[src/rtl/fetch_unit_if.sv]
// rtl/fetch_unit_if.sv - fetch unit memory, decode and branch-feedback signal bundle
interface fetch_unit_if #(
    parameter int ADDR_WIDTH = 8
);
    logic                  imem_req;
    logic [ADDR_WIDTH-1:0] imem_addr;
    logic                  imem_ack;
    logic [23:0]           imem_data;
    logic [23:0]           code;
    logic                  code_valid;
    logic [ADDR_WIDTH-1:0] pc;
    logic [ADDR_WIDTH-1:0] pc_next;
    logic                  exec_done;
    logic                  branch_taken;
    logic [ADDR_WIDTH-1:0] branch_target;

    modport master (
        output imem_req, imem_addr, code, code_valid, pc, pc_next,
        input  imem_ack, imem_data, exec_done, branch_taken, branch_target
    );

    modport slave (
        input  imem_req, imem_addr, code, code_valid, pc, pc_next,
        output imem_ack, imem_data, exec_done, branch_taken, branch_target
    );
endinterface

[src/rtl/fetch_unit.sv]
// rtl/fetch_unit.sv - program counter and instruction register ahead of the control unit
module fetch_unit #(
    parameter int                    ADDR_WIDTH = 8,
    parameter logic [ADDR_WIDTH-1:0] RESET_PC   = '0
) (
    input  logic          clk,
    input  logic          rst_n,
    fetch_unit_if.master  bus
);
    localparam logic [1:0] S_IDLE  = 2'd0;
    localparam logic [1:0] S_FETCH = 2'd1;
    localparam logic [1:0] S_HOLD  = 2'd2;

    logic [1:0]            state_q,      state_d;
    logic [ADDR_WIDTH-1:0] fetch_pc_q,   fetch_pc_d;
    logic [ADDR_WIDTH-1:0] pc_q,         pc_d;
    logic [23:0]           code_q,       code_d;
    logic                  code_valid_q, code_valid_d;
    logic [ADDR_WIDTH-1:0] pc_inc;

    assign pc_inc = pc_q + ADDR_WIDTH'(1);

    always_comb begin
        state_d      = state_q;
        fetch_pc_d   = fetch_pc_q;
        pc_d         = pc_q;
        code_d       = code_q;
        code_valid_d = code_valid_q;
        case (state_q)
            S_IDLE: begin
                state_d = S_FETCH;
            end
            S_FETCH: begin
                if (bus.imem_ack) begin
                    code_d       = bus.imem_data;
                    pc_d         = fetch_pc_q;
                    code_valid_d = 1'b1;
                    state_d      = S_HOLD;
                end
            end
            S_HOLD: begin
                // code is deliberately left alone; only the next ack replaces it
                if (bus.exec_done) begin
                    code_valid_d = 1'b0;
                    fetch_pc_d   = bus.branch_taken ? bus.branch_target : pc_inc;
                    state_d      = S_FETCH;
                end
            end
            default: begin
                state_d = S_IDLE;
            end
        endcase
    end

    always_ff @(posedge clk or negedge rst_n) begin
        if (!rst_n) begin
            state_q      <= S_IDLE;
            fetch_pc_q   <= RESET_PC;
            pc_q         <= RESET_PC;
            code_q       <= 24'h000000;
            code_valid_q <= 1'b0;
        end else begin
            state_q      <= state_d;
            fetch_pc_q   <= fetch_pc_d;
            pc_q         <= pc_d;
            code_q       <= code_d;
            code_valid_q <= code_valid_d;
        end
    end

    // request decoded straight from state so an async reset drops it immediately
    assign bus.imem_req   = (state_q == S_FETCH);
    assign bus.imem_addr  = fetch_pc_q;
    assign bus.code       = code_q;
    assign bus.code_valid = code_valid_q;
    assign bus.pc         = pc_q;
    assign bus.pc_next    = pc_inc;
endmodule

[src/flat_wrapper.sv]
// flat-port wrapper written by rule: the top's interface ports become plain ports
module fetch_unit_flat 
#(
    parameter int                    ADDR_WIDTH = 8,
    parameter logic [ADDR_WIDTH-1:0] RESET_PC   = '0
)
  (clk, rst_n, bus_imem_req, bus_imem_addr, bus_code, bus_code_valid, bus_pc, bus_pc_next, bus_imem_ack, bus_imem_data, bus_exec_done, bus_branch_taken, bus_branch_target);
  fetch_unit_if #(.ADDR_WIDTH(ADDR_WIDTH)) bus_i ();
  input  logic clk;
  input  logic rst_n;
  output wire logic [$bits(bus_i.imem_req)-1:0] bus_imem_req;
  output wire logic [$bits(bus_i.imem_addr)-1:0] bus_imem_addr;
  output wire logic [$bits(bus_i.code)-1:0] bus_code;
  output wire logic [$bits(bus_i.code_valid)-1:0] bus_code_valid;
  output wire logic [$bits(bus_i.pc)-1:0] bus_pc;
  output wire logic [$bits(bus_i.pc_next)-1:0] bus_pc_next;
  input wire logic [$bits(bus_i.imem_ack)-1:0] bus_imem_ack;
  input wire logic [$bits(bus_i.imem_data)-1:0] bus_imem_data;
  input wire logic [$bits(bus_i.exec_done)-1:0] bus_exec_done;
  input wire logic [$bits(bus_i.branch_taken)-1:0] bus_branch_taken;
  input wire logic [$bits(bus_i.branch_target)-1:0] bus_branch_target;
  assign bus_imem_req = bus_i.imem_req;
  assign bus_imem_addr = bus_i.imem_addr;
  assign bus_code = bus_i.code;
  assign bus_code_valid = bus_i.code_valid;
  assign bus_pc = bus_i.pc;
  assign bus_pc_next = bus_i.pc_next;
  assign bus_i.imem_ack = bus_imem_ack;
  assign bus_i.imem_data = bus_imem_data;
  assign bus_i.exec_done = bus_exec_done;
  assign bus_i.branch_taken = bus_branch_taken;
  assign bus_i.branch_target = bus_branch_target;
  fetch_unit #(.ADDR_WIDTH(ADDR_WIDTH), .RESET_PC(RESET_PC)) u_core (.clk(clk), .rst_n(rst_n), .bus(bus_i));
endmodule
[config.mk]
export PLATFORM = sky130hd
export DESIGN_NAME = fetch_unit_flat
export DESIGN_NICKNAME = d
export VERILOG_FILES = /design/src/rtl/fetch_unit_if.sv /design/src/rtl/fetch_unit.sv /design/src/flat_wrapper.sv
export SDC_FILE = /design/constraint.sdc
export NUM_CORES = 1
export LEC_CHECK = 0
export ABC_AREA = 1
export BUFFER_PORTS_ARGS = -buffer_cell sky130_fd_sc_hd__buf_2
export CAP_MARGIN = 15
export CORE_MARGIN = 4
export CORE_UTILIZATION = 30
export DETAILED_ROUTE_END_ITERATION = 7
export SYNTH_ARGS = -nofsm -noshare
export SYNTH_HDL_FRONTEND = slang
export SYNTH_SLANG_ARGS = --single-unit
[constraint.sdc]
create_clock -name clk -period 1.5 [get_ports clk]
set_input_delay 0.3 -clock clk [delete_from_list [all_inputs] [get_ports clk]]
set_output_delay 0.3 -clock clk [all_outputs]
set_load 0.01 [all_outputs]
==> results.ini <==
[worst_setup_path]
critPathTopFamily = flip-flops
crit_arrival_ns = 1.43
path_cells = ha_4, buf_4, xnor2_2, inv_1, buf_2
ff2ff_path_depth = 8
critical_path_class = reg2out
cp_slowest_stage_delay_ns = 0.44
cp_max_fo = 3
endpoint_kind = output port
startpoint_type = flip-flop
path_buf_inv = 3
worstPathRequired_ns = 1.20
cp.depth = 5
slowest_stage = dfrtp_1

[timing]
fin_skew_ns = 0.0100
drv_slew = 0
period_share_pct = 116
worst_pin_slew_ns = 0.383
setup_viol = 6
final_hold_viol_count = 0
slew_headroom_pct = 74.4
period_minus_slack_ns = 1.73
fmax_mhz = 577
worst_slack_ns = -0.234
rsz0062_at_grt = yes
worst_hold_slack_ns = 0.229

[grt]
grt_pass1_wl_um = 8330
grt_pass1_vias = 1747
grtUsageTotal_pct = 13.9
gr-total-overflow = 0
antenna_found_initial = 0
grt_max_degree = 23

[detailed_routing]
vias = 1873
drtPass1Iterations = 4
drc = 0
drt-initial-drc-count = 60
ant_nets = 0
via_per_inst = 4.59
wl_um = 5150
drt-wirelength-per-cell_um = 12.6

[cts]
cts_tree = built
cts_root_buf = clkbuf_8
cts_inserted_buffers = 5
clkLatencyLatePin_ns = 0.30
htreeDepth = 2
cts_sinks = 43
clk_path_buf_depth = 2
clkTransAtPathRegs_ns = 0.08

[power_and_ir_drop]
vdd.ir_drop.worst_v = 0.000844
combPwrFrac_pct = 47.8
power_frac_seq_pct = 36.2
p_sw_share_pct = 40.7
cellPowerDensity_nw_per_um2 = 2150
p_leak_nw = 1.54
p_switching_mw = 2.39
pwr-share-clk_pct = 16.0
p_int_mw = 3.47

[floorplanning]
design.die.area_um2 = 7730
coreArea_um2 = 6060
initial_utilization_pct = 31.6
ios = 87
fp.dieW_um = 87.9
die_h_um = 87.9
num_rows = 28

[run_status]
status = finished with violations
violations = setup timing

[logic_synthesis]
ys_seq_area_share_pct = 56.1
synth.distinct_cells = 22
synthCells = 232
ys_seq_elements = 43
synthesis.area_um2 = 1920
ys.warnings.count = 0
syn_nets = 270
synth_area_per_cell_um2 = 8.26

[final_layout]
synthToLayoutAreaGrowth_pct = 41.8
post-route-cell-area_um2 = 2720
final_net_count = 370
fillCellCount = 636
diodes = 0
drive_gt1_share_pct = 38.1

[hold_path]
worstHoldPathType = in2reg
whs_path_depth = 3

[run]
maxCapViolations = 0

[place]
numPortBuffers = 86
finalWeightedCongestion = 0.856
dpl_cell_area_um2 = 2480
hpwl_um = 3900

cells in the mapped netlist:
library cell  instances  area (um2)
dfrtp_1              43        1080
nand4_1               1        6.26
inv_2                 1        3.75
o211ai_1              1        7.51
o31ai_1               2        15.0
inv_1                13        48.8
buf_6                 2        22.5
nand2_1              86         323
a21oi_1               5        25.0
xnor2_1               1        8.76
buf_4                 1        7.51
nor2_4                1        11.3
o22ai_1               1        6.26
nor2_2                1        6.26
o21ai_0               5        25.0
buf_1                 1        3.75
o21ai_1               4        20.0
buf_2                 8        40.0
nor2_1               19        71.3
nand3_1              34         170
nand2_2               1        6.26
ha_1                  1        12.5
logic make-up (layout without fill, tap and decap cells):
group | count (synthesis) | count (layout) | synth area share (%)
AOI/OAI and AO/OA | 18 | 18 | 5.16
DFF | 43 | 43 | 56.1
adders and majority gates | 1 | 1 | 0.653
buffers and inverters | 26 | 127 | 6.59
xor gates and xnor gates | 1 | 1 | 0.457
and+or+nand+nor | 143 | 143 | 31.0
cell usage in the layout (no fill, tap or decap), types with 2 or more instances in the layout:
cell type | synthesis | layout
a21oi_1 | 5 | 5
buf_2 | 8 | 84
buf_4 | 1 | 15
buf_6 | 2 | 4
clkbuf_8 | 0 | 6
dfrtp_1 | 43 | 42
inv_1 | 13 | 12
inv_2 | 1 | 2
nand2_1 | 86 | 81
nand2_2 | 1 | 5
nand3_1 | 34 | 33
nor2_1 | 19 | 18
nor2_4 | 1 | 3
o21ai_0 | 5 | 4
o21ai_1 | 4 | 5
o31ai_1 | 2 | 2
timing repair:
action,4_1_cts,5_1_grt
cloned,0,0
hold endpoints to repair,8,0
resized for setup,15,5
pin swaps,4,5
setup endpoints to repair,6,6
hold buffers,1,0
setup buffers,4,1
power by group through the flow:
stage,Combinational (mW),Sequential (mW),Clock (mW)
floorplan,1.24,2.33,0
global placement,2.57,2.09,0
finish,2.80,2.12,0.935
detailed placement,2.62,2.10,0
global route,3.14,2.20,1.01
CTS,2.81,2.11,0.963
tightest hold or removal path, delay by kind of cell:
family / cells / cell delay (ns)
simple gates: 2 / 0.12
buf+inv: 1 / 0.07
registers in the layout, indices dropped and copies added, names as in the netlist:
register	cells
u_core.bus.code	24
u_core.bus.code_valid	1
u_core.bus.imem_addr	8
u_core.bus.pc	8
u_core.state_q	2
per-stage QoR:
step	total power, mW	util, %	setup WS (ns)	TNS (ns)	instances
3_5_place_dp	4.71	40.9	0.0976	0	394
6_report	5.86	44.9	-0.234	-1.03	408
5_1_grt	6.34	44.9	-0.284	-1.54	408
3_3_place_gp	4.66	40.9	0.129	0	394
4_1_cts	5.88	44.4	-0.167	-0.760	407
2_1_floorplan	3.57	-	0.155	0	232
layout make-up:
| class | instances | area, um2 | share of cell area, % |
|---|---|---|---|
| multi-input cells | 163 | 769 | 28.3 |
| flip-flops and latches | 43 | 1080 | 39.6 |
| repair buffers | 105 | 608 | 22.4 |
| well taps | 75 | 93.8 | 3.45 |
| inverters | 14 | 52.6 | 1.93 |
| clock buffers | 6 | 82.6 | 3.04 |
| clock inverters | 2 | 35.0 | 1.29 |
layer usage:
layer / part of all wire, % / track usage [%] / vias to the layer above
met2: 48 / 23.2 / 71
met5: 0 / 0 / -
li1: - / - / 938
met4: 0.87 / 3.35 / 0
met3: 8.8 / 4.52 / 5
met1: 42 / 17.6 / 859
final timing paths:
path,start,end,slack [ns]
setup reg to reg,u_core.bus.pc[1],u_core.bus.imem_addr[4],0.17
hold / removal,bus_imem_data[1],u_core.bus.code[1],0.23
hold reg to reg,u_core.bus.code[19],u_core.bus.code[19],0.47
max in group asynchronous,rst_n,u_core.bus.code[14],0.64
setup / recovery,u_core.bus.pc[1],bus_pc_next[2],-0.23
min in group asynchronous,rst_n,u_core.bus.imem_addr[4],0.39
Power figures use the tool's default switching activity.
